[src/rtl/rx_data_sampler.sv]
// rx_data_sampler: oversampling front end of the UART receiver.
// Tracks the edge position within each bit and the bit index within the
// frame, and majority-votes three samples around mid-bit into one clean
// bit per bit period.
//
// Optional build macro: RX_SYNC_EN. When defined, RX_IN passes through a
// 2-flop synchronizer (reset value 1) before sampling; counter timing is
// unchanged.
//
// Ports:
//   CLK          in   oversampling clock (prescale x baud)
//   RST          in   synchronous active-low reset
//   RX_IN        in   serial line, idle high
//   prescale     in   oversampling ratio, legal 8/16/32 (others act as 8)
//   samp_en      in   sampling/counting enable from the RX FSM
//   sampled_bit  out  majority-voted bit value
//   sample_valid out  one-cycle pulse when sampled_bit is updated
//   edge_cnt     out  edge index within the current bit, 0..P-1
//   bit_cnt      out  bit index within the frame (saturating), start bit = 0
//   bit_done     out  one-cycle pulse at the first cycle of each new bit
module rx_data_sampler #(
  parameter int unsigned PRESCALE_W = 6,
  parameter int unsigned BIT_CNT_W  = 4
) (
  input  logic                  CLK,
  input  logic                  RST,
  input  logic                  RX_IN,
  input  logic [PRESCALE_W-1:0] prescale,
  input  logic                  samp_en,
  output logic                  sampled_bit,
  output logic                  sample_valid,
  output logic [PRESCALE_W-1:0] edge_cnt,
  output logic [BIT_CNT_W-1:0]  bit_cnt,
  output logic                  bit_done
);

  localparam logic [PRESCALE_W-1:0] P8  = PRESCALE_W'(8);
  localparam logic [PRESCALE_W-1:0] P16 = PRESCALE_W'(16);
  localparam logic [PRESCALE_W-1:0] P32 = PRESCALE_W'(32);

  logic [PRESCALE_W-1:0] r_p;
  logic [PRESCALE_W-1:0] r_edge_cnt;
  logic [BIT_CNT_W-1:0]  r_bit_cnt;
  logic                  r_sampled_bit;
  logic                  r_sample_valid;
  logic                  r_bit_done;
  logic                  r_s0, r_s1, r_s2;

  logic                  w_rx;
  logic [PRESCALE_W-1:0] w_p_legal;
  logic [PRESCALE_W-1:0] w_h;
  logic [PRESCALE_W-1:0] w_last;
  logic                  w_maj;

`ifdef RX_SYNC_EN
  // Two-flop synchronizer on the asynchronous serial line.
  logic r_sync1, r_sync2;
  always_ff @(posedge CLK) begin
    if (!RST) begin
      r_sync1 <= 1'b1;
      r_sync2 <= 1'b1;
    end else begin
      r_sync1 <= RX_IN;
      r_sync2 <= r_sync1;
    end
  end
  assign w_rx = r_sync2;
`else
  assign w_rx = RX_IN;
`endif

  // Illegal prescale values fall back to 8.
  always_comb begin
    w_p_legal = P8;
    if (prescale == P16 || prescale == P32) w_p_legal = prescale;
  end

  assign w_h    = r_p >> 1;
  assign w_last = r_p - PRESCALE_W'(1);
  assign w_maj  = (r_s0 & r_s1) | (r_s0 & r_s2) | (r_s1 & r_s2);

  // Counters, sample triple and voted output.
  always_ff @(posedge CLK) begin
    if (!RST) begin
      r_p            <= P8;
      r_edge_cnt     <= '0;
      r_bit_cnt      <= '0;
      r_sampled_bit  <= 1'b1;
      r_sample_valid <= 1'b0;
      r_bit_done     <= 1'b0;
      r_s0           <= 1'b1;
      r_s1           <= 1'b1;
      r_s2           <= 1'b1;
    end else if (!samp_en) begin
      // Prescale only moves while idle so it is stable for a whole frame;
      // any partially collected triple is simply never voted.
      r_p            <= w_p_legal;
      r_edge_cnt     <= '0;
      r_bit_cnt      <= '0;
      r_sample_valid <= 1'b0;
      r_bit_done     <= 1'b0;
    end else begin
      if (r_edge_cnt == w_last) begin
        r_edge_cnt <= '0;
        r_bit_done <= 1'b1;
        if (r_bit_cnt != '1) r_bit_cnt <= r_bit_cnt + BIT_CNT_W'(1);
      end else begin
        r_edge_cnt <= r_edge_cnt + PRESCALE_W'(1);
        r_bit_done <= 1'b0;
      end

      if (r_edge_cnt == w_h - PRESCALE_W'(1)) r_s0 <= w_rx;
      if (r_edge_cnt == w_h)                  r_s1 <= w_rx;
      if (r_edge_cnt == w_h + PRESCALE_W'(1)) r_s2 <= w_rx;

      if (r_edge_cnt == w_h + PRESCALE_W'(2)) begin
        r_sampled_bit  <= w_maj;
        r_sample_valid <= 1'b1;
      end else begin
        r_sample_valid <= 1'b0;
      end
    end
  end

  assign sampled_bit  = r_sampled_bit;
  assign sample_valid = r_sample_valid;
  assign edge_cnt     = r_edge_cnt;
  assign bit_cnt      = r_bit_cnt;
  assign bit_done     = r_bit_done;

endmodule

[config.mk]
export PLATFORM = sky130hd
export DESIGN_NAME = rx_data_sampler
export DESIGN_NICKNAME = d
export VERILOG_FILES = /design/src/rtl/rx_data_sampler.sv
export SDC_FILE = /design/constraint.sdc
export NUM_CORES = 1
export LEC_CHECK = 0
export BUFFER_PORTS_ARGS = -buffer_cell sky130_fd_sc_hd__buf_2
export CORE_ASPECT_RATIO = 1.25
export CORE_MARGIN = 3
export CORE_UTILIZATION = 51
export DETAILED_ROUTE_END_ITERATION = 10
export PLACE_DENSITY = 0.76
export SLEW_MARGIN = 40
export SYNTH_ARGS = -nofsm -noshare
export SYNTH_HDL_FRONTEND = slang
export SYNTH_SLANG_ARGS = --single-unit
[constraint.sdc]
create_clock -name CLK -period 2 [get_ports CLK]
set_clock_uncertainty 0.05 [all_clocks]
set_input_delay 0 -clock CLK [delete_from_list [all_inputs] [get_ports CLK]]
set_output_delay 0 -clock CLK [all_outputs]
set_load 0.01 [all_outputs]
# [Yosys cells after proc, flatten, opt, wreduce, memory -nomap -nowiden]
# Cells that the tools add are included.
[word_totals] n_memories=0 output_inout_bits=13 elab_cells=41 reg_bits=22 in_bits=10 rom_bits=0 ram_bits=0 latchBits=0
[op_classes] mul=0 n_eq_ne=8 bitwise=7 magnitude_cmp=0 addsub=6 div_mod_pow=0 reduce_logical=8 n_mux=3 shifts=0
[op_table] operator="== test 6 bit" n=4
[op_table] operator="AND reduction 2 bit" n=6
[op_table] operator="adder 5 x 1 -> 6 bit, second input constant" n=1
[op_table] operator="adder 5 x 2 -> 6 bit, second input constant" n=1
[op_table] operator="adder 6 x 1 -> 6 bit, second input constant" n=1
[op_table] operator="== test 6 x 5 -> 1 bit" n=1
[op_table] operator="== test 6 x 5 -> 1 bit, second input constant" n=1
[op_table] operator="== test 6 bit, second input constant" n=1
[op_table] operator="2-to-1 mux 6 bit" n=1
[op_table] operator="subtractor 5 x 1 -> 6 bit, second input constant" n=1
[op_table] operator="subtractor 6 x 1 -> 6 bit, second input constant" n=1
[op_table] operator="adder 4 x 1 -> 4 bit, second input constant" n=1
[op_table] operator="inequality test 4 bit, second input constant" n=1
[op_table] operator="bitwise AND 1 bit" n=3
[op_table] operator="OR reduction 3 bit" n=1
[op_table] operator="2-to-1 mux 1 bit" n=2
[op_table] operator="inverter 1 bit" n=2
[op_table] operator="bitwise OR 1 bit" n=2
[op_table] operator="logical OR 1 bit" n=1

# [Longest topological paths before layout]
# Gate-level depths: netlist of the first run.
[logic_depth] ltp_word=3 ltp_mapped=8 mapped_depth_nobuf=7

# [Worst setup path after synthesis of the first run]
# No wires, ideal clock.
[synth_timing] path_type="register to register" startpoint="register r_p[2]" endpoint="register r_edge_cnt[2] (netlist: edge_cnt[2])" path_stages_with_launch=8 period_less_slack_ps=2130 arrival_ps=1954 setup_time_ps=126 slack_ps=-130 n_path_buf=0 required_ps=1824 path_cell_list="dfxtp_1 > inv_1 > ha_1 > or3b_1 > or3_1 > and2_4 > o31ai_4 > nor2_1"
[synth_between] elab_chain_cells=3
[synth_rtl] item="from (decl)" line_no="41" text="logic [PRESCALE_W-1:0] r_p;"
[synth_rtl] item="from (signal assigned)" line_no="97" text="r_p <= w_p_legal;"
[synth_rtl] item="subtractor 6 x 1 -> 6 bit" line_no="79" text="assign w_last = r_p - PRESCALE_W'(1);"
[synth_rtl] item="== test 6 bit" line_no="103" text="if (r_edge_cnt == w_last) begin"
[synth_rtl] item="OR reduction 3 bit (no line)"
[synth_rtl] item="to (signal assigned)" line_no="108" text="r_edge_cnt <= r_edge_cnt + PRESCALE_W'(1);"
[synth_rtl] item="to (decl)" line_no="42" text="logic [PRESCALE_W-1:0] r_edge_cnt;"
# Every way passes these cells.
# A chain may end at the register's enable or synchronous reset.

# [Worst setup path after layout of the first run]
[layout_timing] startpoint="register r_p[1]" endpoint="register r_edge_cnt[1] (netlist: edge_cnt[1])"
# The elaborated chain is that of the path after synthesis.

==> flow_metrics.py, run 1 <==
metrics = {
    "outcome": {
        "outcome": "finished with violations",
        "violations": "setup timing",
    },
    "cells_and_area": {
        "drive_above_1_share": 0.2903,
        "final_nets": 237,
        "fill_cells": 238,
        "final_cell_mix": "buf_2, nor2_1, dfxtp_1",
        "multiInputGateArea_um2": 1054,
        "mostFrequentLayoutCell": "buf_2",
        "n_antenna_cell": 0,
        "area.sequential_um2": 447.9,
        "areaGrowthSynthToFinish_pct": 24.92,
    },
    "clocking": {
        "cts_tree": "yes",
        "worst_skew_pair.late_latency_ps": 320,
        "root_buffer": "clkbuf_4",
        "cts_buffer_depth": 2,
        "htree_levels": 1,
        "clk_pin_slew_ps": 120,
        "cts_made_buffers": 3,
        "cts.sinks": 22,
    },
    "yosys": {
        "synthDistinctLibCells": 41,
        "synth_edf_count": 0,
        "synth_simple_gate_area_share": 0.2558,
        "synth_compound_area_frac": 0.1450,
        "syn-num-nets": 199,
        "synth_top_family_by_area": "simple AND/OR/NAND/NOR gates",
        "synth_xor_xnor_area_share": 0.1458,
        "synth.ff_latch_count": 22,
        "synthAdderAreaFrac": 0.07500,
        "async_flop_share": 0,
        "syn_inst": 180,
        "synthMuxAreaShare": 0.03333,
        "ys_seq_area_frac": 0.2933,
        "synthFlopType": "dfxtp_1",
        "syn_area_um2": 1501,
        "avgSynthCellArea_um2": 8.341,
        "synth_warnings": 0,
    },
    "timing": {
        "relSlewSlack": 0.6143,
        "fmax_mhz": 498.5,
        "setup_viol": 4,
        "fin_hold_ws_ps": 13.15,
        "fin_crit_sh": 1.003,
        "setup_tns_ps": -17.27,
        "rsz0062_at_grt": "true",
        "final-hold-violation-count": 0,
        "max_slew.worst_pin.slew_ps": 577.8,
        "drv_slew": 0,
        "min_period_ps": 2006,
        "setup_slack_ps": -5.953,
    },
    "critical_path": {
        "worstReg2RegStart": "r_p[1]",
        "cp_max_fo": 6,
        "cp.arrival_ps": 2170,
        "crit_buf_inv": 1,
        "cp_cell_sequence": "inv_4, ha_4, or3b_4, or3_4, and2_4, o31ai_4, nor2_1",
        "start_kind": "flip-flop",
        "slowest_stage": "or3_4",
        "worstPathRequired_ps": 2170,
        "cpLargestDelayFamily": "simple AND/OR/NAND/NOR gates",
        "critPathKind": "flip-flop to flip-flop",
        "cp-end-kind": "flip-flop",
        "cp-startpoint": "r_p[1]",
        "slowest_delay_ps": 390,
    },
    "global_route": {
        "grt_pass1_vias": 1424,
        "overflow": 0,
        "grt_first_pass_wirelength_um": 6665,
        "grt_use_total": 0.2505,
        "antenna_found_initial": 0,
        "grt_max_degree": 15,
    },
    "place": {
        "gp_congestion": 0.8699,
        "dp_hpwl_um": 2922,
        "port_buffers": 22,
    },
    "die": {
        "io_pins": 23,
        "placementRows": 21,
        "initial_utilization": 0.5442,
        "core_um2": 2759,
        "die_y_um": 66.67,
        "dieArea_um2": 3635,
        "dieWidth_um": 54.53,
    },
    "route": {
        "drc": 0,
        "route.vias.total": 1443,
        "post_drt_via_cell_ratio": 5.749,
        "drtAntennaViolNets": 0,
        "drtPass1Iterations": 4,
        "drt-initial-drc-count": 49,
        "wl_per_cell_um": 15.59,
        "drt_wl_total_um": 3914,
    },
    "worst_hold_path": {
        "hold_class": "input pin to flip-flop",
        "worstHoldStart": "samp_en",
    },
    "power_and_ir_drop": {
        "vdd_ir_drop_max_mv": 0.2161,
        "leakagePower_nw": 0.7762,
        "power_density_nw_per_um2": 385.4,
    },
    "job": {
        "drv_cap": 0,
    },
}
==> layer usage <==
metal	part of all wire	global-route usage
met2	0.51	0.3952
met3	0.034	0.03803
met4	0.023	0.1308
met5	0	0
met1	0.43	0.3192
==> final cells by class <==
cell class	instances	area share
Inverter	9	0.02068
Sequential cell	22	0.2388
Tap cell	34	0.02268
Timing Repair Buffer	41	0.1421
Multi-Input combinational cell	141	0.5617
Clock buffer	4	0.01401
==> per-stage QoR <==
step	cells	utilization	setup WS (ps)	total power, mW	cell area (um^2)
floorplan	180	-	-6.969	0.4842	1531
global placement	242	0.6327	9.237	0.5070	1745
detailed placement	242	0.6327	-20.59	0.5094	1745
CTS	251	0.6626	-0.6488	0.7261	1828
global route	251	0.6798	-92.50	0.7552	1876
finish	251	0.6798	-5.953	0.7228	1876
==> repair_timing <==
item,in CTS,in global routing
hold endpoints to repair,6,0
hold buffers,4,0
setup buffers,1,0
endpoints found under the setup margin,10,13
pin swaps,1,4
resized for setup,4,12
==> cell families after synthesis <==
| logic type | Yosys count |
|---|---|
| simple gates | 73 |
| flops | 22 |
| compound gates | 29 |
| xor+xnor | 25 |
| fa+ha+maj | 9 |
| buf+inv | 17 |
| mux | 5 |
==> sequential cells by signal, indices dropped and copies added (netlist names) <==
signal	count
bit_done	1
bit_cnt	4
r_s2	1
sample_valid	1
r_p	6
edge_cnt	6
r_s0	1
sampled_bit	1
r_s1	1
==> worst paths after layout <==
check                                    to  slack [ps]  cells after the start
worst max-delay path            edge_cnt[1]          -6                      7
worst min-delay path            sampled_bit          10                      4
worst max register to register  edge_cnt[1]          -6                      7
worst min register to register       r_p[0]         420                      2
==> worst reg2reg max path, cell delays in order (launching register included) <==
cell and delay (ps):
dfxtp_4 380, inv_4 70, ha_4 120, or3b_4 380
or3_4 390, and2_4 180, o31ai_4 270, nor2_1 70
==> Yosys cell counts (all sizes together) (2+ instances only) <==
master | count | area (um^2)
ha | 9 | 112.6
a211oi | 2 | 15.01
xnor2 | 14 | 122.6
and4 | 3 | 26.28
xor2 | 11 | 96.34
mux2i | 5 | 50.05
buf | 6 | 36.28
nor2 | 18 | 67.56
a21boi | 2 | 15.01
nand3 | 8 | 40.04
dfxtp | 22 | 440.4
nor2b | 3 | 18.77
o21ai | 7 | 35.03
nand2 | 10 | 37.54
a21oi | 4 | 20.02
and3 | 4 | 25.02
nor3 | 6 | 30.03
a311oi | 3 | 26.28
clkbuf | 2 | 7.510
or3 | 2 | 12.51
o31ai | 3 | 36.28
and2 | 3 | 21.27
nand2b | 4 | 25.02
nand4 | 4 | 25.02
inv | 9 | 33.78
nor4 | 4 | 25.02
==> power by group <==
group / leakage [nW] / internal, mW / switching [mW]
Clock: 0.0150 / 0.0781 / 0.137
Combinational: 0.582 / 0.0306 / 0.0338
Sequential: 0.179 / 0.439 / 0.00431
Power figures use the tool's default switching activity.
==> run 2, diff against run 1 <==
CORE_ASPECT_RATIO = 1.2   (was 1.25)
==> run 2 against run 1 <==
Net effect: the flow still finishes with violations (setup timing); clock power about the same; design area is 1.1% lower; power shrank 0.32%; sequential share of layout area grew 0.26 points; fmax decreased by 3.3%; flip-flop and latch count did not move; die area hardly changed; global-route usage fell by 4.3 points; clock-buffer cell count unchanged; core utilization rose by 1.3 points; via count decreased by 0.35%; critical endpoint is now edge_cnt[5]; highest routed layer unchanged.
==> flow_metrics.py, run 2 (synthesized netlist as in run 1, its figures left out) <==
metrics = {
    "outcome": {
        "outcome": "finished with violations",
        "violations": "setup timing",
    },
    "die": {
        "dieArea_um2": 3634,
        "core_um2": 2678,
        "die_y_um": 65.44,
        "placementRows": 20,
        "initial_utilization": 0.5607,
        "dieWidth_um": 55.53,
        "io_pins": 23,
    },
    "timing": {
        "fin_crit_sh": 1.038,
        "max_slew.worst_pin.slew_ps": 469.9,
        "drv_slew": 0,
        "min_period_ps": 2075,
        "setup_slack_ps": -75.24,
        "relSlewSlack": 0.6863,
        "setup_viol": 7,
        "fmax_mhz": 481.9,
        "rsz0062_at_grt": "true",
        "final-hold-violation-count": 0,
    },
    "clocking": {
        "cts_buffer_depth": 2,
        "root_buffer": "clkbuf_4",
        "clk_pin_slew_ps": 120,
        "worst_skew_pair.late_latency_ps": 310,
        "cts_tree": "yes",
        "htree_levels": 1,
        "cts.sinks": 22,
        "post-cts-setup-buffers": 0,
        "cts_made_buffers": 3,
    },
    "cells_and_area": {
        "drive_above_1_share": 0.2837,
        "final_cell_mix": "buf_2, nor2_1, dfxtp_1",
        "multiInputGateArea_um2": 1054,
        "fill_cells": 219,
        "area.sequential_um2": 447.9,
        "n_antenna_cell": 0,
        "mostFrequentLayoutCell": "buf_2",
        "final_nets": 235,
        "areaGrowthSynthToFinish_pct": 23.58,
    },
    "route": {
        "drt-initial-drc-count": 67,
        "post_drt_via_cell_ratio": 5.798,
        "drtPass1Iterations": 4,
        "drc": 0,
        "route.vias.total": 1438,
        "drt_wl_total_um": 3612,
        "drtAntennaViolNets": 0,
        "wl_per_cell_um": 14.56,
    },
    "critical_path": {
        "worstReg2RegStart": "r_p[1]",
        "crit-reg2reg-capture": "edge_cnt[5]",
        "slowest_stage": "or3_4",
        "cp_max_fo": 6,
        "crit_end": "edge_cnt[5]",
        "reg2regPathDepth": 7,
        "cp-end-kind": "flip-flop",
        "slowest_delay_ps": 400,
        "critPathKind": "flip-flop to flip-flop",
        "cp_cell_sequence": "inv_4, ha_4, or3b_4, or3_4, and2_4, o31ai_4, nor2_1",
        "cp.arrival_ps": 2230,
        "cp-startpoint": "r_p[1]",
        "worstPathRequired_ps": 2150,
        "regToRegSetupSlack_ps": -80,
        "start_kind": "flip-flop",
    },
    "global_route": {
        "grt_first_pass_wirelength_um": 6072,
        "antenna_found_initial": 0,
        "grt_use_total": 0.2076,
        "grt_pass1_vias": 1373,
        "overflow": 0,
        "grt_max_degree": 13,
    },
    "power_and_ir_drop": {
        "sw_frac_of_total": 0.2400,
        "power_density_nw_per_um2": 388.3,
        "power_frac_seq": 0.616,
        "intPower_mw": 0.5475,
        "p_total_mw": 0.7204,
        "p_comb_frac": 0.089,
        "netSwitchingPower_mw": 0.1729,
        "leakagePower_nw": 0.7611,
        "vdd_ir_drop_max_mv": 0.3269,
        "pwr-share-clk": 0.296,
    },
    "worst_hold_path": {
        "hold_class": "input pin to flip-flop",
    },
    "place": {
        "dp_hpwl_um": 2780,
        "gp_congestion": 0.8748,
        "pre_cts_ws_ps": -95.43,
        "port_buffers": 22,
    },
    "job": {
        "drv_cap": 0,
    },
}
==> run 2: worst min path at each step <==
stage	start	end	slack (ps)	cells after the start
2_1_floorplan	RST	r_s1	10	1
3_3_place_gp	RST	r_s1	170	2
3_5_place_dp	RST	r_s1	180	2
4_1_cts	samp_en	sampled_bit	10	4
5_1_grt	samp_en	sampled_bit	50	4
6_report	samp_en	sampled_bit	20	4
==> run 2: cell type report <==
type / count / share of cell area
Multi-Input combinational cell: 141 / 0.5678
Sequential cell: 22 / 0.2414
Timing Repair Buffer: 39 / 0.1335
Tap cell: 33 / 0.02225
Inverter: 9 / 0.02090
Clock buffer: 4 / 0.01416
==> run 2: worst max-delay path: cells and delay by family, from the launching register on <==
| kind | cells | cell delay (ps) |
|---|---|---|
| simple gates | 4 | 1050 |
| flops | 1 | 370 |
| compound gates | 1 | 310 |
| fa+ha+maj | 1 | 120 |
| buf+inv | 1 | 70 |
==> run 2: per-layer routing <==
| layer | wire length (um) | global-route usage | up-vias |
|---|---|---|---|
| met5 | 0 | 0 | - |
| met4 | 42 | 0.08511 | 0 |
| met3 | 137 | 0.03340 | 4 |
| met2 | 1931 | 0.3787 | 29 |
| met1 | 1500 | 0.2392 | 691 |
| li1 | - | - | 714 |
==> run 2: timing repair <==
action,4_1_cts,5_1_grt
setup endpoints to repair,10,13
gates resized for setup,2,14
endpoints found under the hold margin,6,0
hold buffers,4,0
pin swaps,3,2
==> run 2: metrics by stage <==
step                area (um^2)  TNS (ps)  utilization  hold slack, ps  std cells
finish                     1856    -360.6       0.6930           19.76        248
global route               1856     -1103       0.6930           53.27        248
CTS                        1805    -353.6       0.6743           12.35        248
detailed placement         1737    -415.4       0.6486           183.9        240
global placement           1737    -46.24       0.6486           173.1        240
floorplan                  1531    -27.77            -           11.94        180
==> run 2: power groups by stage <==
stage	Clock (mW)	Sequential, mW	Combinational, mW
5_1_grt	0.240	0.444	0.0705
3_3_place_gp	0	0.453	0.0535
4_1_cts	0.221	0.444	0.0619
2_1_floorplan	0	0.454	0.0304
3_5_place_dp	0	0.454	0.0557
6_report	0.213	0.444	0.0639
==> run 3, diff against run 2 <==
SKIP_CTS_REPAIR_TIMING = 1   (was default)
==> run 3 against run 2 <==
Net effect: global-route usage is 0.41 points lower; sequential share of layout area decreased by 0.45 points; via count decreased by 0.21%; power is 0.27% higher; the flow still finishes with violations (setup timing); wire length grew 1.5%; sequential power barely moved; highest routed layer unchanged.
==> flow_metrics.py, run 3 (synthesized netlist as in run 1, its figures left out) <==
metrics = {
    "global_route": {
        "grt_pass1_vias": 1364,
        "grt_max_degree": 13,
        "grt_first_pass_wirelength_um": 5968,
        "antenna_found_initial": 0,
        "overflow": 0,
        "grt_use_total": 0.2035,
    },
    "place": {
        "gp_congestion": 0.8748,
        "dp_cells": 240,
        "port_buffers": 22,
        "dp_hpwl_um": 2780,
        "pre_cts_ws_ps": -95.43,
    },
    "timing": {
        "final-hold-violation-count": 0,
        "setup_viol": 8,
        "setup_slack_ps": -98.65,
        "fin_crit_sh": 1.049,
        "drv_slew": 0,
        "relSlewSlack": 0.6790,
        "max_slew.worst_pin.slew_ps": 480.9,
        "min_period_ps": 2099,
        "fmax_mhz": 476.5,
        "rsz0062_at_grt": "true",
    },
    "route": {
        "wl_per_cell_um": 14.73,
        "drtPass1Iterations": 5,
        "drtAntennaViolNets": 0,
        "drt_wl_total_um": 3667,
        "post_drt_via_cell_ratio": 5.763,
        "drt-initial-drc-count": 57,
        "route.vias.total": 1435,
        "drc": 0,
    },
    "cells_and_area": {
        "areaGrowthSynthToFinish_pct": 25.92,
        "n_antenna_cell": 0,
        "final_cell_mix": "buf_2, nor2_1, dfxtp_1",
        "mostFrequentLayoutCell": "buf_2",
        "final-instance-count-excl-fill": 249,
        "final_nets": 236,
        "drive_above_1_share": 0.3056,
        "utilization": 0.7061,
    },
    "power_and_ir_drop": {
        "netSwitchingPower_mw": 0.1749,
        "power_density_nw_per_um2": 382.1,
        "leakagePower_nw": 0.7763,
        "intPower_mw": 0.5474,
        "vdd_ir_drop_max_mv": 0.3283,
        "pwr-share-clk": 0.296,
        "sw_frac_of_total": 0.2422,
        "p_comb_frac": 0.089,
        "power_frac_seq": 0.614,
    },
    "outcome": {
        "outcome": "finished with violations",
        "violations": "setup timing",
    },
    "clocking": {
        "worst_skew_pair.late_latency_ps": 310,
        "root_buffer": "clkbuf_4",
        "cts_tree": "yes",
        "htree_levels": 1,
        "cts.sinks": 22,
        "cts_made_buffers": 3,
        "clk_pin_slew_ps": 120,
        "cts_buffer_depth": 2,
    },
    "critical_path": {
        "start_kind": "flip-flop",
        "critPathKind": "flip-flop to flip-flop",
        "cp-startpoint": "r_p[1]",
        "cp_max_fo": 6,
        "cpLargestDelayFamily": "simple AND/OR/NAND/NOR gates",
        "slowest_stage": "or3b_4",
        "cp_cell_sequence": "inv_4, ha_4, or3b_4, or3_4, and2_4, o31ai_4, nor2_1",
        "cp.arrival_ps": 2250,
        "worstPathRequired_ps": 2150,
        "worstReg2RegStart": "r_p[1]",
        "cp-end-kind": "flip-flop",
        "crit_buf_inv": 1,
        "slowest_delay_ps": 380,
    },
    "die": {
        "placementRows": 20,
        "dieWidth_um": 55.53,
        "core_um2": 2678,
        "io_pins": 23,
        "initial_utilization": 0.5607,
        "die_y_um": 65.44,
        "dieArea_um2": 3634,
    },
    "worst_hold_path": {
        "hold_class": "input pin to flip-flop",
        "worstHoldStart": "samp_en",
    },
    "job": {
        "drv_cap": 0,
    },
}
run 3: cell types whose count changed in the layout (fill, tap and decap cells not counted), sizes merged:
cell  delta
buf      +1
run 3: worst min-delay path: stages:
cell and delay, ps:
buf_2 140, inv_1 80, o31ai_1 70, nand3_1 70
run 3: path summary, 6_finish.rpt:
kind | end | slack (ps) | depth (start not counted)
setup / recovery | edge_cnt[5] | -100 | 7
hold / removal | sampled_bit | 20 | 4
hold reg to reg | r_p[0] | 420 | 2
setup reg to reg | edge_cnt[5] | -100 | 7
run 3: routing by layer:
layer,up-vias,global-route usage,part of all wire
met3,7,0.03536,0.044
li1,713,-,-
met4,0,0.08815,0.015
met2,37,0.3669,0.52
met5,-,0,0
met1,678,0.2344,0.42
run 3: stage by stage:
| stage | instance area, um^2 | power, mW | hold WS (ps) | setup TNS, ps |
|---|---|---|---|---|
| finish | 1891 | 0.7224 | 19.06 | -654.5 |
| global route | 1891 | 0.7549 | 53.27 | -1428 |
| CTS | 1763 | 0.7203 | -145.8 | -581.7 |
| detailed placement | 1737 | 0.5093 | 183.9 | -415.4 |
| global placement | 1737 | 0.5067 | 173.1 | -46.24 |
| floorplan | 1531 | 0.4842 | 11.94 | -27.77 |
run 3: power groups by stage:
stage               sequential, mW  clock [mW]  combinational (mW)
finish                       0.444       0.214              0.0646
global route                 0.444       0.240              0.0710
CTS                          0.444       0.221              0.0559
detailed placement           0.454           0              0.0557
global placement             0.453           0              0.0535
floorplan                    0.454           0              0.0304
run 3: area by class of cell:
type | instances | area [um^2]
repair buffers | 40 | 255.2
multi-input cells | 141 | 1081
clock buffers | 4 | 26.28
fillers | 214 | 787.0
inverters | 9 | 38.79
flip-flops and latches | 22 | 447.9
well taps | 33 | 41.29
